## src/rtl/cmplx_mult_pipe.sv

```systemverilog
// Pipelined complex twiddle multiplier: out = in * W (or in * conj(W)).
// Three stages (capture, multiply, sum/round/narrow) on one global enable, so a stall freezes the whole pipe.
module cmplx_mult_pipe #(
    parameter int IN_W     = 16,
    parameter int W_W      = 16,
    parameter int OUT_W    = 16,
    parameter int FRAC_W   = 8,
    parameter int ROUND_EN = 1,
    parameter int SAT_EN   = 1,
    parameter int TAG_W    = 4
) (
    input  logic             clk,
    input  logic             rst_n,
    input  logic             in_valid,
    output logic             in_ready,
    input  logic [IN_W-1:0]  in_r,
    input  logic [IN_W-1:0]  in_i,
    input  logic [W_W-1:0]   w_r,
    input  logic [W_W-1:0]   w_i,
    input  logic             conj,
    input  logic [TAG_W-1:0] in_tag,
    output logic             out_valid,
    input  logic             out_ready,
    output logic [OUT_W-1:0] out_r,
    output logic [OUT_W-1:0] out_i,
    output logic [TAG_W-1:0] out_tag,
    output logic             out_ovf,
    output logic             ovf_sticky
);
    localparam int P_W = IN_W + W_W;
    localparam int S   = P_W + 1;
    localparam int RSH = (FRAC_W > 0) ? FRAC_W - 1 : 0;
    localparam logic signed [S-1:0] RND =
        (ROUND_EN != 0 && FRAC_W > 0) ? ({{(S-1){1'b0}}, 1'b1} << RSH) : '0;
    localparam logic signed [S-1:0] OMAX = {{(S-OUT_W+1){1'b0}}, {(OUT_W-1){1'b1}}};
    localparam logic signed [S-1:0] OMIN = {{(S-OUT_W+1){1'b1}}, {(OUT_W-1){1'b0}}};

    // Returns {overflow, narrowed value}.
    function automatic logic [OUT_W:0] narrow(input logic signed [S-1:0] v);
        logic fits;
        fits = (v <= OMAX) && (v >= OMIN);
        if (SAT_EN != 0 && v > OMAX) return {1'b1, OMAX[OUT_W-1:0]};
        if (SAT_EN != 0 && v < OMIN) return {1'b1, OMIN[OUT_W-1:0]};
        return {!fits, v[OUT_W-1:0]};
    endfunction

    logic                    en;
    logic [3:1]              vld_pipe_q;
    logic signed [IN_W-1:0]  ar_q, ai_q;
    logic signed [W_W-1:0]   wr_q, wi_q;
    logic                    cj1_q, cj2_q;
    logic [TAG_W-1:0]        tag1_q, tag2_q, tag3_q;
    logic signed [P_W-1:0]   prr_q, pii_q, pri_q, pir_q;
    logic signed [P_W-1:0]   prr_d, pii_d, pri_d, pir_d;
    logic signed [P_W-1:0]   ar_x, ai_x, wr_x, wi_x;
    logic signed [S-1:0]     e_rr, e_ii, e_ri, e_ir, re_s, im_s, re_d, im_d;
    logic [OUT_W:0]          nr_d, ni_d;
    logic [OUT_W-1:0]        or_q, oi_q;
    logic                    ovf_q, sticky_q;

    assign en       = !vld_pipe_q[3] || out_ready;
    assign in_ready = en;

    always_comb begin
        ar_x  = {{W_W{ar_q[IN_W-1]}}, ar_q};
        ai_x  = {{W_W{ai_q[IN_W-1]}}, ai_q};
        wr_x  = {{IN_W{wr_q[W_W-1]}}, wr_q};
        wi_x  = {{IN_W{wi_q[W_W-1]}}, wi_q};
        prr_d = ar_x * wr_x;
        pii_d = ai_x * wi_x;
        pri_d = ar_x * wi_x;
        pir_d = ai_x * wr_x;
    end

    // Conjugation is folded into the add/sub signs so -2^(W_W-1) is never negated.
    always_comb begin
        e_rr = {prr_q[P_W-1], prr_q};
        e_ii = {pii_q[P_W-1], pii_q};
        e_ri = {pri_q[P_W-1], pri_q};
        e_ir = {pir_q[P_W-1], pir_q};
        if (cj2_q) begin
            re_s = e_rr + e_ii;
            im_s = e_ir - e_ri;
        end else begin
            re_s = e_rr - e_ii;
            im_s = e_ri + e_ir;
        end
        re_d = (re_s + RND) >>> FRAC_W;
        im_d = (im_s + RND) >>> FRAC_W;
        nr_d = narrow(re_d);
        ni_d = narrow(im_d);
    end

    always_ff @(posedge clk or negedge rst_n) begin
        if (!rst_n) begin
            vld_pipe_q <= '0;
            ar_q <= '0; ai_q <= '0; wr_q <= '0; wi_q <= '0;
            cj1_q <= 1'b0; cj2_q <= 1'b0;
            tag1_q <= '0; tag2_q <= '0; tag3_q <= '0;
            prr_q <= '0; pii_q <= '0; pri_q <= '0; pir_q <= '0;
            or_q <= '0; oi_q <= '0; ovf_q <= 1'b0;
            sticky_q <= 1'b0;
        end else begin
            if (en) begin
                vld_pipe_q <= {vld_pipe_q[2:1], in_valid};
                ar_q   <= in_r;
                ai_q   <= in_i;
                wr_q   <= w_r;
                wi_q   <= w_i;
                cj1_q  <= conj;
                tag1_q <= in_tag;
                prr_q  <= prr_d;
                pii_q  <= pii_d;
                pri_q  <= pri_d;
                pir_q  <= pir_d;
                cj2_q  <= cj1_q;
                tag2_q <= tag1_q;
                or_q   <= nr_d[OUT_W-1:0];
                oi_q   <= ni_d[OUT_W-1:0];
                ovf_q  <= nr_d[OUT_W] | ni_d[OUT_W];
                tag3_q <= tag2_q;
            end
            if (vld_pipe_q[3] && out_ready && ovf_q) sticky_q <= 1'b1;
        end
    end

    assign out_valid  = vld_pipe_q[3];
    assign out_r      = or_q;
    assign out_i      = oi_q;
    assign out_tag    = tag3_q;
    assign out_ovf    = ovf_q;
    assign ovf_sticky = sticky_q;
endmodule

```

## config.mk

```make
export PLATFORM = sky130hd
export DESIGN_NAME = cmplx_mult_pipe
export DESIGN_NICKNAME = d
export VERILOG_FILES = /design/src/rtl/cmplx_mult_pipe.sv
export SDC_FILE = /design/constraint.sdc
export NUM_CORES = 2
export LEC_CHECK = 0
export CAP_MARGIN = 15
export CORE_MARGIN = 5
export CORE_UTILIZATION = 60
export DETAILED_ROUTE_END_ITERATION = 12
export PLACE_DENSITY = 0.84
export SYNTH_ARGS = -nofsm -noshare
export SYNTH_HDL_FRONTEND = slang
export SYNTH_SLANG_ARGS = --single-unit
```

## constraint.sdc

```tcl
create_clock -name clk -period 8.5 [get_ports clk]
set_input_delay 1.275 -clock clk [delete_from_list [all_inputs] [get_ports clk]]
set_output_delay 1.275 -clock clk [all_outputs]
set_load 0.1 [all_outputs]
```

==> summary.txt <==
Place
  • # placed instances: 7164
  • Post-DP HPWL: 115000 um
  • I/O Buffers: 112
  • Placer Congestion: 0.987
  • Placed inst area: 56100 um2

Timing
  • Final setup vio count: 0
  • Slew margin rel.: 14.9%
  • Final Max Tran Viols: 0
  • RSZ-0062 raised after global routing: false
  • Setup Skew: 0.0401 ns
  • Slew @ Worst Pin: 1.28 ns
  • Minimum clock period: 7.79 ns
  • Final Cycle Share: 91.6%
  • Final TNS setup: 0 ns
  • Fin. Hold Viols: 0
  • F_max: 128 MHz

Final layout
  • Finished Layout Cells: 7231
  • Commonest non-fill, non-tap cell in the layout: inv_1
  • Area delta synth->final: 6.58%
  • Layout cell share with drive strength beyond 1: 4.04%
  • Fin nets: 7555
  • Most frequent cells in the layout: inv_1 (1166), fa_1 (1048), nand2_1 (983), and2_1 (416), ha_1 (396)
  • Fillers: 6998
  • Finished Cell Area: 57400 um2
  • Final core occ: 64.7%

Critical path
  • CP Capture Type: flip-flop
  • Critical Path Max Stage Delay: 1.15 ns
  • Critical Path Most Common Cell: fa_1
  • CP delay by family, top: adder cells
  • Worst path cell trace: nand2_1, fa_1, fa_1, inv_1, ha_1, inv_1, fa_1, fa_1, fa_1, inv_1, ha_1, o21a_1, o311ai_0, o21ai_0, o311ai_0, a31oi_1, a2111oi_0, o21bai_1, a21oi_1, xnor2_1, mux2_2
  • CP Max Fanout: 33
  • Bufs and invs on worst path: 3
  • Critical path required time: 8.96 ns
  • Kind of critical path: reg2reg
  • Arr. time, crit path: 8.25 ns
  • Critical path's slowest cell: dfrtp_1
  • Crit start category: flip-flop

Synth
  • Sequential share of the synthesized area: 11.3%
  • Post-synth top area share: 38.9%
  • Ys flop type: dfrtp_1
  • Post-Syn Nets: 7590
  • Dominant cell type by area after synthesis: fa_1
  • Synthesis Warnings: 0
  • Syn_area_per_cell: 8.87 um2
  • Asr flop ratio synth: 100%
  • Mapped Area: 53900 um2
  • Yosys cell types: 108
  • Flops & latches, synth: 243
  • Largest cells by area after synthesis: fa_1 (39%), dfrtp_1 (11%), ha_1 (9.2%)
  • Mapped Cells: 6073
  • Post-synth EDFFs: 0

Die
  • I/O pin count: 113
  • Row count: 109
  • Height of the die: 310 um
  • Die Width: 310 um
  • Initial core utilization: 60.7%
  • Core Box Area: 88800 um2
  • Die area: 95900 um2

Global route
  • Vias in the first global route: 45.0k
  • Total track usage: 31.1%
  • Global-route wire length before repair: 236000 um
  • GRT overflow: 0
  • Initial antenna violation count: 1
  • Largest net degree at the start of global routing: 136

Detailed routing
  • DR pass1 iterations: 6
  • Vias: 42.0k
  • Final antenna-violating net count: 0
  • DR WL/cell: 19.8 um
  • DR vias/cell: 5.81
  • First-iteration detailed-routing DRC count: 3602
  • Final wirelength: 143000 um
  • Residual DRC count: 0

Worst hold path
  • Hold Path Class: reg2reg

Flow run
  • Max cap viols: 0

Clock network
  • Total CTS buffers: 37
  • # resized after CTS: 0
  • H-tree Lvls: 2
  • Clock sinks: 243
  • Total setup buffers inserted after CTS: 0
  • TritonCTS clock tree: yes
  • Clk Latency, worst-skew pair: 0.61 ns
  • CTS max path bufs: 3
  • CTS Root Cell: clkbuf_16
  • Clock slew at reported path FFs: 0.06 ns
  • Cts hold-fix bufs: 0

Status
  • Outcome: complete, no violations
metal layers:
| metal | wire, um | global-route usage, % | up-vias |
|---|---|---|---|
| li1 | - | - | 18500 |
| met1 | 55100 | 40.9 | 21000 |
| met2 | 64800 | 48.7 | 1983 |
| met3 | 13800 | 6.72 | 453 |
| met4 | 9590 | 16.7 | 0 |
| met5 | 0 | 0 | - |
kinds of logic (layout without fill, tap and decap cells):
group                      Yosys count  in the layout  share of synthesized area, %
and+or+nand+nor                   1994           1994                          17.8
buffers and inverters             1447           1439                          10.2
adders and majority gates         1444           1444                          48.1
AOI/OAI and AO/OA                  669            669                          8.04
xor gates and xnor gates           265            265                          4.39
DFF                                243            243                          11.3
muxes                               11             11                         0.216
other                                0              1                             0
final cells by class:
type | instances | area [um2] | area share, %
Inverter | 1167 | 4390 | 7.64
Tap cell | 1165 | 1460 | 2.54
Multi-Input combinational cell | 4383 | 42300 | 73.7
Sequential cell | 243 | 6080 | 10.6
Antenna cell | 1 | 2.50 | 0.00436
Clock inverter | 19 | 244 | 0.425
Clock buffer | 47 | 1040 | 1.82
Timing Repair Buffer | 206 | 1870 | 3.26
registers in the layout, summed over array words and instances, names as in the netlist:
| register | cells |
|---|---|
| out_ovf | 1 |
| cj1_q | 1 |
| tag2_q | 4 |
| out_r | 16 |
| ai_q | 16 |
| pii_q | 32 |
| pir_q | 32 |
| cj2_q | 1 |
| ar_q | 16 |
| prr_q | 32 |
| out_i | 16 |
| wr_q | 16 |
| ovf_sticky | 1 |
| pri_q | 32 |
| tag1_q | 4 |
| wi_q | 16 |
| vld_pipe_q | 3 |
| out_tag | 4 |
path summary, 6_finish.rpt:
path / cells after the start / endpoint / start / slack (ns)
min: 2 / out_tag[2] / out_tag[2] / 0.47
max: 21 / pii_q[29] / ai_q[3] / 0.71
max in group asynchronous: 2 / ai_q[11] / rst_n / 6.17
max reg2reg: 21 / pii_q[29] / ai_q[3] / 0.71
min reg2reg: 2 / out_tag[2] / out_tag[2] / 0.47
min in group asynchronous: 1 / out_r[6] / rst_n / 0.71
synthesized netlist by cell type (6+ instances only):
cell type,number
o21ai_1,6
nor4_1,13
o21a_1,18
o211ai_1,13
or3_1,28
nor2_1,219
a31oi_1,41
fa_1,1048
a21oi_1,233
buf_2,11
dfrtp_1,243
a21boi_0,6
o22ai_1,8
nand4_1,25
or4_1,6
a21o_1,43
nor2b_1,18
clkbuf_1,263
o21ai_0,117
inv_1,1166
o22a_1,15
nor3_1,58
o31ai_1,17
and3_1,23
a41oi_1,6
a311oi_1,6
or2_2,15
a211oi_1,18
and2_1,416
nor3b_1,13
mux2i_1,6
nand2b_1,82
o41ai_1,9
xnor2_1,169
nor4b_1,6
o31a_1,9
nand3_1,48
ha_1,396
nand2_1,983
a31o_2,8
o21bai_1,27
xor2_1,92
worst min-delay path, stage by stage (launching register included):
cell	delay, ns
dfrtp_1	0.34
nand2_1	0.05
nand2_1	0.04
metrics by stage:
step / hold WS (ns) / setup WS, ns
4_1_cts: 0.468 / 0.856
3_5_place_dp: 0.455 / 0.963
5_1_grt: 0.489 / 0.291
2_1_floorplan: 0.430 / 1.95
6_report: 0.466 / 0.712
3_3_place_gp: 0.446 / 1.12
Power is not shown: default switching activity piles up to over one toggle a cycle in this logic, so the estimate is an artifact.
